<file path="src/rtl/pixel_frame_sequencer.sv">
// rtl/pixel_frame_sequencer.sv - double-buffered frame source streaming scaled colours to pixel_driver
module pixel_frame_sequencer #(
    parameter int NUM_PIXELS = 3,
    parameter int FRAME_DIV  = 266_666,
    parameter int AW         = (NUM_PIXELS > 1) ? $clog2(NUM_PIXELS) : 1
) (
    input  logic          CLK,
    input  logic          RESET_N,
    input  logic          wr_en,
    input  logic [AW-1:0] wr_addr,
    input  logic [23:0]   wr_data,
    input  logic          swap_req,
    input  logic [7:0]    brightness,
    input  logic          px_ready,
    output logic          px_valid,
    output logic [23:0]   px_color,
    output logic          px_reset,
    output logic          busy,
    output logic          swap_done,
    output logic          overrun
);
    localparam int            CW       = $clog2(FRAME_DIV);
    localparam logic [CW-1:0] CNT_LAST = CW'(FRAME_DIV - 1);
    localparam logic [AW-1:0] IDX_LAST = AW'(NUM_PIXELS - 1);

    typedef enum logic [1:0] {S_IDLE, S_FETCH, S_SEND, S_LATCH} state_t;

    state_t        r_state;
    state_t        w_state_nxt;
    logic [23:0]   r_bank0 [NUM_PIXELS];
    logic [23:0]   r_bank1 [NUM_PIXELS];
    logic          r_front;
    logic          r_pend;
    logic          r_swap_pend;
    logic          r_overrun;
    logic          r_swap_done;
    logic [CW-1:0] r_tick_cnt;
    logic [AW-1:0] r_idx;
    logic [7:0]    r_bri;
    logic          r_valid;
    logic          r_reset;
    logic [23:0]   r_color;
    logic          w_tick;
    logic          w_start;
    logic          w_hs;
    logic          w_wr_ok;
    logic [23:0]   w_rd_data;
    logic [23:0]   w_scaled;

    function automatic logic [7:0] scale_ch(input logic [7:0] c, input logic [7:0] b);
        logic [15:0] prod;
        prod = {8'd0, c} * ({8'd0, b} + 16'd1);
        return prod[15:8];
    endfunction

    assign w_tick    = (r_tick_cnt == CNT_LAST);
    assign w_start   = (r_state == S_IDLE) && r_pend;
    assign w_hs      = r_valid && px_ready;
    assign w_wr_ok   = wr_en && (32'(wr_addr) < NUM_PIXELS);
    assign w_rd_data = r_front ? r_bank1[r_idx] : r_bank0[r_idx];
    assign w_scaled  = {scale_ch(w_rd_data[23:16], r_bri),
                        scale_ch(w_rd_data[15:8],  r_bri),
                        scale_ch(w_rd_data[7:0],   r_bri)};

    // Host writes use the registered front, so a write coinciding with a swap lands in the pre-swap back bank.
    always_ff @(posedge CLK) begin
        if (w_wr_ok) begin
            if (r_front) begin
                r_bank0[wr_addr] <= wr_data;
            end else begin
                r_bank1[wr_addr] <= wr_data;
            end
        end
    end

    always_ff @(posedge CLK or negedge RESET_N) begin
        if (!RESET_N) begin
            r_tick_cnt  <= '0;
            r_pend      <= 1'b0;
            r_overrun   <= 1'b0;
            r_swap_pend <= 1'b0;
            r_front     <= 1'b0;
            r_swap_done <= 1'b0;
            r_bri       <= '0;
        end else begin
            r_tick_cnt <= w_tick ? '0 : r_tick_cnt + 1'b1;
            if (w_tick) begin
                r_pend <= 1'b1;
            end else if (w_start) begin
                r_pend <= 1'b0;
            end
            if (w_tick && r_pend) begin
                r_overrun <= 1'b1;
            end
            // A request arriving on the start cycle survives the clear and serves the next frame.
            if (swap_req) begin
                r_swap_pend <= 1'b1;
            end else if (w_start) begin
                r_swap_pend <= 1'b0;
            end
            if (w_start && r_swap_pend) begin
                r_front <= ~r_front;
            end
            r_swap_done <= w_start && r_swap_pend;
            if (w_start) begin
                r_bri <= brightness;
            end
        end
    end

    always_ff @(posedge CLK or negedge RESET_N) begin
        if (!RESET_N) begin
            r_state <= S_IDLE;
        end else begin
            r_state <= w_state_nxt;
        end
    end

    always_comb begin
        w_state_nxt = r_state;
        case (r_state)
            S_IDLE:  if (r_pend) w_state_nxt = S_FETCH;
            S_FETCH: w_state_nxt = S_SEND;
            S_SEND:  if (w_hs) w_state_nxt = (r_idx == IDX_LAST) ? S_LATCH : S_FETCH;
            S_LATCH: if (w_hs) w_state_nxt = S_IDLE;
            default: w_state_nxt = S_IDLE;
        endcase
    end

    always_ff @(posedge CLK or negedge RESET_N) begin
        if (!RESET_N) begin
            r_idx   <= '0;
            r_valid <= 1'b0;
            r_reset <= 1'b0;
            r_color <= '0;
        end else begin
            case (r_state)
                S_IDLE: begin
                    if (r_pend) r_idx <= '0;
                end
                S_FETCH: begin
                    r_color <= w_scaled;
                    r_valid <= 1'b1;
                end
                S_SEND: begin
                    if (w_hs) begin
                        if (r_idx == IDX_LAST) begin
                            r_reset <= 1'b1;
                            r_color <= '0;
                        end else begin
                            r_idx   <= r_idx + 1'b1;
                            r_valid <= 1'b0;
                        end
                    end
                end
                S_LATCH: begin
                    if (w_hs) begin
                        r_valid <= 1'b0;
                        r_reset <= 1'b0;
                    end
                end
                default: begin
                end
            endcase
        end
    end

    assign px_valid  = r_valid;
    assign px_color  = r_color;
    assign px_reset  = r_reset;
    assign busy      = (r_state != S_IDLE);
    assign swap_done = r_swap_done;
    assign overrun   = r_overrun;
endmodule

</file>
<file path="config.mk">
export PLATFORM = sky130hd
export DESIGN_NAME = pixel_frame_sequencer
export DESIGN_NICKNAME = d
export VERILOG_FILES = /design/src/rtl/pixel_frame_sequencer.sv
export SDC_FILE = /design/constraint.sdc
export NUM_CORES = 1
export LEC_CHECK = 0
export ABC_AREA = 1
export BUFFER_PORTS_ARGS = -buffer_cell sky130_fd_sc_hd__buf_2
export CORE_MARGIN = 4
export CORE_UTILIZATION = 38
export CTS_BUF_LIST = sky130_fd_sc_hd__clkbuf_16
export DETAILED_ROUTE_END_ITERATION = 6
export PLACE_DENSITY = 0.59
export SKIP_LAST_GASP = 1
export SYNTH_ARGS = -nofsm -noshare
export SYNTH_HDL_FRONTEND = slang
export SYNTH_SLANG_ARGS = --single-unit
</file>
<file path="constraint.sdc">
create_clock -name CLK -period 5.45 [get_ports CLK]
set_clock_uncertainty 0.15 [all_clocks]
set_input_delay 0.2725 -clock CLK [delete_from_list [all_inputs] [get_ports CLK]]
set_output_delay 0.2725 -clock CLK [all_outputs]
set_load 0.05 [all_outputs]
</file>
==> out/results.env, run 1 <==
RELSLEWSLACK=0.412
WORSTPATHREQUIRED_PS=5720
SWITCHING_POWER_uW=703
TOP_LEVEL_PORT_COUNT=68
GR-USAGE-ALL-LAYERS=0.173
DRT_ITER0_MARKERS=606
MIN_PERIOD_PS=5140
FLOORPLAN.DIE_AREA_MM2=0.0428
YOSYSWARNINGS=0
CRITPATHMAXFANOUT=14
CTS.REPAIR_TIMING.SETUP_BUFFER_COUNT=0
DR_TOTAL_VIAS=11431
MOSTFREQUENTLAYOUTCELLS='344 x sky130_fd_sc_hd__nand2_1, 272 x sky130_fd_sc_hd__inv_1, 231 x sky130_fd_sc_hd__nor2_1, 144 x sky130_fd_sc_hd__edfxtp_1, 120 x sky130_fd_sc_hd__fa_1'
STATUS='finished clean'
SYNTH_SEQ_AREA_SHARE=0.391
RSZ0062_AT_GRT='no'
CTS.ROOT.BUFFER_CELL='sky130_fd_sc_hd__clkbuf_16'
SYNTHESIS.NETS=1926
CRITICAL_PATH.MAX_STAGE_DELAY_PS=540
MAX_FREQ_GHz=0.194
INITIAL_UTILIZATION=0.386
POSTSYNTHCELLCOUNT=1667
CTS_NUM_SINKS=206
TOTAL_LEAKAGE_POWER_nW=8.29
FIN_SETUP_TNS_PS=0
COUNT_OF_INPUT_AND_OUTPUT_BUFFERS=67
DRT-TOTAL-WL_MM=36.2
GRT_ANTENNA_BEFORE_REPAIR=1
FINAL_NET_COUNT=2059
SEQUENTIALPOWERSHARE=0.513
SYNTH_FF_TYPE='sky130_fd_sc_hd__edfxtp_1'
CORE-AREA_MM2=0.0389
WORSTHOLDPATHTYPE='in -> reg'
SYNTH_ENABLE_FLOP_CELLS=144
PATH_BUF_INV=4
MAX-CAP-VIOLATIONS=0
TIMING.SETUP.CRITICAL_PATH_CLASS='reg -> reg'
GRT_FIRST_PASS_WIRELENGTH_MM=59.7
P_PER_AREA_mW_PER_MM2=192
PEAKVDDDROP_V=0.000233
GR-TOTAL-OVERFLOW=0
CRIT_SHARE_POST_ROUTE=0.944
DR.PASS1.ITERS=6
MOSTFREQUENTLAYOUTCELL='sky130_fd_sc_hd__nand2_1'
FINAL_NUMBER_OF_MAX_TRANSITION_VIOLATIONS=0
TIMING.CRITICAL_PATH.MODE_CELL='sky130_fd_sc_hd__fa_1'
FP-ROW-COUNT=72
SW_FRAC_OF_TOTAL=0.210
CTS-BUFFERS-INSERTED=24
SYNTH.TOP_CELLS.BY_AREA='sky130_fd_sc_hd__edfxtp_1 29%, sky130_fd_sc_hd__fa_1 16%, sky130_fd_sc_hd__dfrtp_1 10%'
CTS-HTREE-LEVELS=1
POST_SYNTH_INSTANCE_AREA_MM2=0.0150
AREA_GROWTH_PCT=16.0
POST-SYNTH-TOP-AREA-FRACTION=0.288
PATH_CLK_SLEW_PS=60
START_KIND='flop'
INSERTION_DELAY_PS=530
ROUTABILITYCONGESTION=0.890
POWER.CLOCK.FRACTION=0.463
MULTIINPUTGATEAREA_MM2=0.00793
COMBINATIONALPOWERSHARE=0.024
PROPORTION_OF_SYNTHESIZED_FLIP_FLOPS_HAVING_ASYNCHRONOUS_SET_OR_RESET=0.301
CP_CELL_SEQUENCE='ha_1, nand3_1, nor2_1, xor2_1, inv_1, buf_12, nor2_1, fa_1, fa_1, fa_1, inv_1, fa_1, inv_1, ha_1, a21oi_1, o21ai_0, a221oi_2, nand3_1, nand3_1, nand2_1'
DRC_ERRORS=0
SYNTH_LARGEST_AREA_CELL='sky130_fd_sc_hd__edfxtp_1'
SEQCELLAREA_MM2=0.00588
SYN_AREA_PER_CELL_UM2=9.02
DPL.HPWL_MM=27.1
TOTAL_POWER_CONSUMPTION_OF_THE_ROUTED_DESIGN_mW=3.34
ROUTE.ANTENNA.REMAINING_NETS=0
CELLINTERNALPOWER_mW=2.64
DIE-HEIGHT_UM=207
ROUTE.DETAILED.VIAS_PER_INST=4.90
SYNTH.FF_LATCH_COUNT=206
CRITICAL_PATH.ENDPOINT_TYPE='flop'
ROUTE.DETAILED.WL_PER_INST_UM=15.5
ANTENNA-DIODE-COUNT=0
WORST-ENDPOINT-ARRIVAL_PS=5410
FINALSETUPVIOLATIONS=0
GRT_START_MAX_NET_PINS=63
COUNT_OF_DIFFERENT_CELL_MASTERS_AFTER_SYNTHESIS=42
CTS_MAX_PATH_BUFFERS=3
DRIVE_ABOVE_1_SHARE=0.117
CRIT_SLOWEST_CELL='sky130_fd_sc_hd__fa_1'
CRIT_FAMILY='adder cells'
TIMING.FINAL.HOLD_VIOLATIONS=0
FILLCELLCOUNT=3786
TIMING_WORST_SLEW_PIN_VALUE_PS=882
VIAS_IN_THE_FIRST_GLOBAL_ROUTE=11809
DIE_W_UM=207
CTS_TREE='built'
## area by class of cell
class | count | area share
clock buffers | 24 | 0.0344
clock inverters | 19 | 0.00925
inverters | 281 | 0.0609
multi-input cells | 1133 | 0.454
flip-flops and latches | 206 | 0.337
well taps | 518 | 0.0371
repair buffers | 154 | 0.0671
## repair_timing
item                                    CTS  global route
hold buffers                             35             0
endpoints found under the hold margin   216             0
endpoints found under the setup margin    0             7
resized for setup                         0            11
## Yosys cell counts, types with 8 or more instances
cell,number
sky130_fd_sc_hd__nand2_1,346
sky130_fd_sc_hd__inv_1,271
sky130_fd_sc_hd__nor2_1,233
sky130_fd_sc_hd__edfxtp_1,144
sky130_fd_sc_hd__fa_1,120
sky130_fd_sc_hd__ha_1,100
sky130_fd_sc_hd__nand3_1,93
sky130_fd_sc_hd__dfrtp_1,62
sky130_fd_sc_hd__a21oi_1,47
sky130_fd_sc_hd__o211ai_1,36
sky130_fd_sc_hd__o21ai_0,31
sky130_fd_sc_hd__clkbuf_1,22
sky130_fd_sc_hd__nand4_1,17
sky130_fd_sc_hd__buf_2,16
sky130_fd_sc_hd__nand2_2,16
sky130_fd_sc_hd__nor3_1,14
sky130_fd_sc_hd__xor2_1,13
sky130_fd_sc_hd__o21ai_1,11
sky130_fd_sc_hd__xnor2_1,11
sky130_fd_sc_hd__nor4_1,9
sky130_fd_sc_hd__inv_2,8
## flip-flops by register name (all words and copies together), names as in the netlist
name,cells
r_state,2
r_bank1,72
r_bri,8
r_swap_pend,1
overrun,1
swap_done,1
px_valid,1
r_idx,2
px_reset,1
r_bank0,72
r_front,1
r_tick_cnt,19
px_color,24
r_pend,1
## metrics by stage
step	worst slack, ps	util	instance area (µm²)	hold slack, ps	instances
detailed placement	276	0.418	16300	301	2256
floorplan	413	-	15000	-173	1667
finish	306	0.448	17400	93.7	2335
CTS	278	0.447	17400	44.6	2334
global route	1.76	0.448	17400	76.8	2335
global placement	341	0.418	16300	291	2256
## worst reg2reg max path: cells and delay by family, from the launching register on
family / cells / cell delay, ps
flops: 1 / 370
xor+xnor: 1 / 200
simple gates: 6 / 720
compound gates: 3 / 680
buf+inv: 4 / 380
fa+ha+maj: 6 / 2530
## cells by family after synthesis
logic type / after synthesis / synth area share
AND/OR/NAND/NOR: 746 / 0.208
flip-flops: 206 / 0.391
AO/OA/AOI/OAI: 141 / 0.0560
adder cells (fa/ha/maj): 220 / 0.243
XOR/XNOR: 26 / 0.0161
buffers and inverters: 328 / 0.0865
## routing by layer
metal / wire length, µm / track usage / up-vias
met5: 0 / 0 / -
met4: 761 / 0.0449 / 0
met2: 17300 / 0.292 / 222
li1: - / - / 5589
met3: 1810 / 0.0267 / 49
met1: 16200 / 0.234 / 5571
## power groups by stage
stage / sequential [mW] / clock [mW] / combinational, mW
after floorplan: 1.75 / 0 / 0.0109
after global placement: 1.75 / 0 / 0.0596
after detailed placement: 1.75 / 0 / 0.0611
after CTS: 1.71 / 1.60 / 0.0813
after global routing: 1.72 / 1.66 / 0.0887
final: 1.71 / 1.55 / 0.0789
## worst paths after layout
kind,slack (ps),from,cells past startpoint,end
min in group asynchronous,260,RESET_N,2,px_color[8]
min,90,wr_en,3,r_bank0[2][18]
min reg2reg,330,overrun,1,overrun
max,310,r_bri[1],20,px_color[6]
max in group asynchronous,4270,RESET_N,2,r_idx[0]
max reg2reg,310,r_bri[1],20,px_color[6]
Note: power is estimated with default switching activity, not from simulation.
==> run 2: changes to the inputs <==
--- a/config.mk
+++ b/config.mk
@@ -8,10 +8,10 @@
 export ABC_AREA = 1
 export BUFFER_PORTS_ARGS = -buffer_cell sky130_fd_sc_hd__buf_2
 export CORE_MARGIN = 4
-export CORE_UTILIZATION = 38
+export CORE_UTILIZATION = 30
 export CTS_BUF_LIST = sky130_fd_sc_hd__clkbuf_16
 export DETAILED_ROUTE_END_ITERATION = 6
-export PLACE_DENSITY = 0.59
+export PLACE_DENSITY = 0.5
 export SKIP_LAST_GASP = 1
 export SYNTH_ARGS = -nofsm -noshare
 export SYNTH_HDL_FRONTEND = slang
==> run 2 against run 1 <==
Effect of this change: cell area up 1.7%; sequential share of layout area is 0.57 points lower; register-to-register slack worse by 30 ps; clock-buffer cell count up 1; highest routed layer is now met5.
==> out/results.env, run 2 (same netlist as run 1, synthesis figures left out) <==
TOTAL_LEAKAGE_POWER_nW=8.35
CTS_MAX_PATH_BUFFERS=3
CELLINTERNALPOWER_mW=2.76
FLOORPLAN.DIE_AREA_MM2=0.0538
P_PER_AREA_mW_PER_MM2=195
FF2FF_SETUP_SLACK_PS=270
START_KIND='flop'
CORE-AREA_MM2=0.0493
PEAKVDDDROP_V=0.000222
MIN_PERIOD_PS=5180
POST-ROUTE-WORST-SETUP-SLACK_PS=272
GRT_FIRST_PASS_WIRELENGTH_MM=61.5
DIE-HEIGHT_UM=232
ROUTE.DETAILED.WL_PER_INST_UM=15.3
TOP_LEVEL_PORT_COUNT=68
INSERTION_DELAY_PS=530
MULTIINPUTGATEAREA_MM2=0.00793
GR-TOTAL-OVERFLOW=0
DIE_W_UM=232
DRT-TOTAL-WL_MM=38.1
MOSTFREQUENTLAYOUTCELL='sky130_fd_sc_hd__nand2_1'
CRITICAL_PATH.ENDPOINT_TYPE='flop'
DPL.HPWL_MM=28.4
AREA_GROWTH_PCT=18.0
CTS-HTREE-LEVELS=1
FIN_AREA_MM2=0.0177
INITIAL_UTILIZATION=0.305
FINAL_CORE_UTILIZATION=0.360
RELSLEWSLACK=0.394
COUNT_OF_INPUT_AND_OUTPUT_BUFFERS=67
DRT_ITER0_MARKERS=612
R2R_START='r_bri[0]'
WORSTHOLDPATHTYPE='in -> reg'
SW_FRAC_OF_TOTAL=0.204
MOSTFREQUENTLAYOUTCELLS='346 x sky130_fd_sc_hd__nand2_1, 272 x sky130_fd_sc_hd__inv_1, 231 x sky130_fd_sc_hd__nor2_1, 144 x sky130_fd_sc_hd__edfxtp_1, 120 x sky130_fd_sc_hd__fa_1'
DRC_ERRORS=0
PLACEDCELLCOUNT=2404
SEQUENTIALPOWERSHARE=0.495
TIMING.SETUP.CRITICAL_PATH_CLASS='reg -> reg'
DRIVE_ABOVE_1_SHARE=0.122
COMBINATIONALPOWERSHARE=0.023
DPL_CELL_AREA_MM2=0.0165
FIN_SETUP_TNS_PS=0
TIMING.FINAL.HOLD_VIOLATIONS=0
WORST-ENDPOINT-ARRIVAL_PS=5440
GRT_START_MAX_NET_PINS=63
CRIT_SHARE_POST_ROUTE=0.950
CTS_TREE='built'
DR_TOTAL_VIAS=11353
R2R.WORST_PATH.CELLS=23
POWER.CLOCK.FRACTION=0.482
FINAL_NET_COUNT=2068
CRIT_PATH_END='px_color[22]'
ANTENNA-DIODE-COUNT=0
PATH_CLK_SLEW_PS=60
CTS.ROOT.BUFFER_CELL='sky130_fd_sc_hd__clkbuf_16'
POST-PLACE-WS_PS=71.2
SEQCELLAREA_MM2=0.00588
STATUS='finished clean'
SWITCHING_POWER_uW=705
TIMING_WORST_SLEW_PIN_VALUE_PS=909
CRITPATHMAXFANOUT=5
FILLCELLCOUNT=5078
ROUTE.ANTENNA.REMAINING_NETS=0
CTS-BUFFERS-INSERTED=24
REG_TO_REG_CRITICAL_PATH_ENDPOINT='px_color[22]'
FINAL_NUMBER_OF_MAX_TRANSITION_VIOLATIONS=0
TOTAL_POWER_CONSUMPTION_OF_THE_ROUTED_DESIGN_mW=3.46
LAYOUT.CELLS.NON_FILLER=2491
FIN_HOLD_WS_PS=31.1
FP-ROW-COUNT=81
MAX_FREQ_GHz=0.193
GRT_ANTENNA_BEFORE_REPAIR=1
WORSTPATHREQUIRED_PS=5720
VIAS_IN_THE_FIRST_GLOBAL_ROUTE=11488
DR.PASS1.ITERS=5
CTS_NUM_SINKS=206
ROUTE.DETAILED.VIAS_PER_INST=4.56
ROUTABILITYCONGESTION=0.865
GR-USAGE-ALL-LAYERS=0.142
MAX-CAP-VIOLATIONS=0
WORSTSETUPSTARTPOINT='r_bri[0]'
FINALSETUPVIOLATIONS=0
[run 2: cell types whose count changed in the layout (fill, tap and decap cells not counted), sizes merged]
cell | before | now
buf | 118 | 126
bufinv | 2 | 4
clkinv | 12 | 10
clkinvlp | 1 | 2
dlygate4sd3 | 35 | 36
[run 2: per-layer routing]
metal	vias up	part of all wire	track usage
met5	-	0.00032	0
met4	2	0.020	0.0291
met3	43	0.047	0.0260
met2	206	0.46	0.237
met1	5504	0.47	0.195
li1	5598	-	-
[run 2: repair_timing]
action	CTS	global route
gates resized for setup	0	11
buffers inserted	0	6
hold buffers	36	0
hold endpoints to repair	217	0
setup endpoints to repair	0	14
[run 2: power groups by stage]
stage | Sequential [mW] | Clock (mW) | Combinational [mW]
floorplan | 1.75 | 0 | 0.0109
global route | 1.72 | 1.79 | 0.0903
global placement | 1.75 | 0 | 0.0618
finish | 1.71 | 1.67 | 0.0806
CTS | 1.71 | 1.72 | 0.0828
detailed placement | 1.75 | 0 | 0.0621
[run 2: worst min path at each step]
| stage | startpoint | endpoint | cells past startpoint |
|---|---|---|---|
| 3_5_place_dp | RESET_N | px_color[8] | 1 |
| 5_1_grt | wr_addr[1] | r_bank1[1][4] | 2 |
| 4_1_cts | wr_addr[1] | r_bank1[1][20] | 2 |
| 6_report | wr_addr[1] | r_bank1[1][20] | 2 |
| 2_1_floorplan | RESET_N | overrun | 0 |
| 3_3_place_gp | RESET_N | px_color[8] | 1 |
[run 2: critical path, cell delays in order (launching register included)]
cell and delay, ps:
sky130_fd_sc_hd__dfrtp_1 400, sky130_fd_sc_hd__ha_1 200, sky130_fd_sc_hd__nand3_1 140, sky130_fd_sc_hd__nor2_2 200
sky130_fd_sc_hd__xor2_2 200, sky130_fd_sc_hd__buf_4 160, sky130_fd_sc_hd__clkinvlp_4 110, sky130_fd_sc_hd__buf_4 150
sky130_fd_sc_hd__buf_4 120, sky130_fd_sc_hd__buf_4 140, sky130_fd_sc_hd__nor2_1 160, sky130_fd_sc_hd__fa_1 430
sky130_fd_sc_hd__inv_1 90, sky130_fd_sc_hd__fa_1 400, sky130_fd_sc_hd__inv_1 80, sky130_fd_sc_hd__fa_1 410
sky130_fd_sc_hd__ha_1 290, sky130_fd_sc_hd__ha_1 350, sky130_fd_sc_hd__a21oi_1 230, sky130_fd_sc_hd__o21bai_1 100
sky130_fd_sc_hd__a211oi_1 310, sky130_fd_sc_hd__nand3_1 120, sky130_fd_sc_hd__nand2_1 80, sky130_fd_sc_hd__o21ai_1 60
[run 2: area by class of cell]
| cell class | count | area share |
|---|---|---|
| multi-input combinational | 1133 | 0.447 |
| timing repair buffer | 162 | 0.0687 |
| inverter | 281 | 0.0597 |
| tap | 664 | 0.0468 |
| clock buffer | 25 | 0.0353 |
| timing repair inverter | 1 | 0.000423 |
| sequential | 206 | 0.331 |
| clock inverter | 19 | 0.0110 |
==> run 3: changes to the inputs <==
==> constraint.sdc (replaced) <==
create_clock -name CLK -period 6.7 [get_ports CLK]
set_clock_uncertainty 0.15 [all_clocks]
set_input_delay 0.335 -clock CLK [delete_from_list [all_inputs] [get_ports CLK]]
set_output_delay 0.335 -clock CLK [all_outputs]
set_load 0.05 [all_outputs]
==> run 3 against run 2 <==
Effect of this change: fmax shrank 9.4%; routed wire length grew 1.1%; combinational power shrank 18%; final cell count shrank 1.4%; non-clock buffer count shrank 35; critical path depth shrank 3; clock power shrank 25%; clock-buffer cell count is the same; largest cell class unchanged.
==> out/results.env, run 3 (same netlist as run 1, synthesis figures left out) <==
FINAL_NET_COUNT=2033
MAX-CAP-VIOLATIONS=0
FIN_SETUP_TNS_PS=0
FILLCELLCOUNT=5088
INITIAL_UTILIZATION=0.305
RSZ0062_AT_GRT='no'
TIMING_WORST_SLEW_PIN_VALUE_PS=936
P_PER_AREA_mW_PER_MM2=157
COUNT_OF_INPUT_AND_OUTPUT_BUFFERS=67
CTS.ROOT.BUFFER_CELL='sky130_fd_sc_hd__clkbuf_16'
WORSTSETUPSTARTPOINT='r_idx[1]'
CTS_TREE='built'
WORST-ENDPOINT-ARRIVAL_PS=5990
HOLD_PATH_STARTPOINT='wr_addr[1]'
R2R.WORST_PATH.CELLS=20
CRITPATHMAXFANOUT=38
FINAL_NUMBER_OF_MAX_TRANSITION_VIOLATIONS=0
POST-ROUTE-WORST-SETUP-SLACK_PS=982
DRT-TOTAL-WL_MM=38.5
LAYOUT.CELLS.NON_FILLER=2456
ROUTABILITYCONGESTION=0.852
POST-PLACE-WS_PS=991
MIN_PERIOD_PS=5720
FF2FF_SETUP_SLACK_PS=980
FLOORPLAN.DIE_AREA_MM2=0.0538
FINALSETUPVIOLATIONS=0
MOSTFREQUENTLAYOUTCELLS='346 x sky130_fd_sc_hd__nand2_1, 277 x sky130_fd_sc_hd__inv_1, 232 x sky130_fd_sc_hd__nor2_1, 144 x sky130_fd_sc_hd__edfxtp_1, 120 x sky130_fd_sc_hd__fa_1'
FP-ROW-COUNT=81
CTS-HOLD-FIX-BUFFERS=35
GR-TOTAL-OVERFLOW=0
PATH_CLK_SLEW_PS=60
CTS-BUFFERS-INSERTED=25
CRIT_SLOWEST_CELL='sky130_fd_sc_hd__fa_1'
CTS.REPAIR_TIMING.SETUP_BUFFER_COUNT=0
ANTENNA-DIODE-COUNT=0
GRT_START_MAX_NET_PINS=63
CP_CELL_SEQUENCE='inv_2, buf_4, nand3_1, o211ai_1, nand2_1, inv_1, nor2_1, fa_1, fa_1, fa_1, inv_1, fa_1, inv_1, ha_1, a21oi_1, o21ai_0, a221oi_1, nand3_1, nand3_1, nand2_1'
INSERTION_DELAY_PS=540
WORSTPATHREQUIRED_PS=6970
ROUTE.ANTENNA.REMAINING_NETS=0
GRT_ANTENNA_BEFORE_REPAIR=1
DRIVE_ABOVE_1_SHARE=0.0988
DR.PASS1.ITERS=5
GRT_FIRST_PASS_WIRELENGTH_MM=62.5
MIN_DELAY_PATH_DEPTH=3
TOP_LEVEL_PORT_COUNT=68
DRT_ITER0_MARKERS=568
TIMING.SETUP.CRITICAL_PATH_CLASS='reg -> reg'
START_KIND='flop'
CTS_NUM_SINKS=206
POST_CTS_SIZING_COUNT=0
STATUS='finished clean'
CTS-HTREE-LEVELS=1
GR-USAGE-ALL-LAYERS=0.145
REG_TO_REG_CRITICAL_PATH_ENDPOINT='px_color[6]'
RELSLEWSLACK=0.376
ROUTE.DETAILED.WL_PER_INST_UM=15.7
MAX_FREQ_GHz=0.175
WORSTHOLDPATHTYPE='in -> reg'
R2R_START='r_idx[1]'
TOTAL_LEAKAGE_POWER_nW=8.13
TIMING.FINAL.HOLD_VIOLATIONS=0
VIAS_IN_THE_FIRST_GLOBAL_ROUTE=11718
DPL.HPWL_MM=28.6
DIE_W_UM=232
MOSTFREQUENTLAYOUTCELL='sky130_fd_sc_hd__nand2_1'
ROUTE.DETAILED.VIAS_PER_INST=4.62
DR_TOTAL_VIAS=11349
FINAL_CORE_UTILIZATION=0.351
TOTAL_POWER_CONSUMPTION_OF_THE_ROUTED_DESIGN_mW=2.71
PLACEDCELLCOUNT=2376
DIE-HEIGHT_UM=232
CTS_MAX_PATH_BUFFERS=3
DRC_ERRORS=0
CRITICAL_PATH.ENDPOINT_TYPE='flop'
CORE-AREA_MM2=0.0493
CRIT_SHARE_POST_ROUTE=0.853
HOLD_END='r_bank1[1][18]'
AREA_GROWTH_PCT=15.0
PEAKVDDDROP_V=0.000209
TIMING.CRITICAL_PATH.MODE_CELL='sky130_fd_sc_hd__fa_1'
CRITICAL_PATH.MAX_STAGE_DELAY_PS=590
run 3: cell types whose count changed in the layout (fill, tap and decap cells not counted), moves of 3 or more:
cell	change
sky130_fd_sc_hd__buf_12	-6
sky130_fd_sc_hd__buf_4	-27
sky130_fd_sc_hd__bufinv_16	-3
sky130_fd_sc_hd__inv_1	+5
run 3: through the flow:
step	hold slack, ps	area [µm²]
final	223	17300
after floorplan	-111	15000
after detailed placement	315	16200
after CTS	193	17300
after global routing	216	17300
after global placement	311	16200
run 3: worst max path at each step:
stage / endpoint
after global placement: px_color[23]
final: px_color[6]
after CTS: px_color[23]
after detailed placement: px_color[6]
after floorplan: px_color[15]
after global routing: px_color[23]
run 3: cell type report:
cell class | instances | area [µm²] | share of cell area
Multi-Input combinational cell | 1133 | 7900 | 0.457
Sequential cell | 206 | 5880 | 0.340
Inverter | 281 | 1060 | 0.0613
Timing Repair Buffer | 127 | 876 | 0.0507
Tap cell | 664 | 831 | 0.0480
Clock buffer | 25 | 626 | 0.0362
Clock inverter | 20 | 125 | 0.00724
run 3: power breakdown:
| part | internal (mW) | total (mW) | switching [mW] |
|---|---|---|---|
| registers | 1.39 | 1.39 | 0.00519 |
| logic | 0.0253 | 0.0662 | 0.0409 |
| clock network | 0.715 | 1.25 | 0.536 |
run 3: worst max-delay path: cells and delay by family, from the launching register on:
family	cells	cell delay [ps]
AO/OA/AOI/OAI	4	770
adder cells (fa/ha/maj)	5	2450
buffers and inverters	5	1180
flip-flops	1	420
AND/OR/NAND/NOR	6	630
run 3: layer usage:
metal  GRT usage  routed length [µm]  vias up  share of wire
met3      0.0232                1840       37          0.048
met1       0.194               17900     5561           0.46
met2       0.249               18200      213           0.47
li1            -                   -     5538              -
met4      0.0267                 550        0          0.014
met5           0                   0        -              0
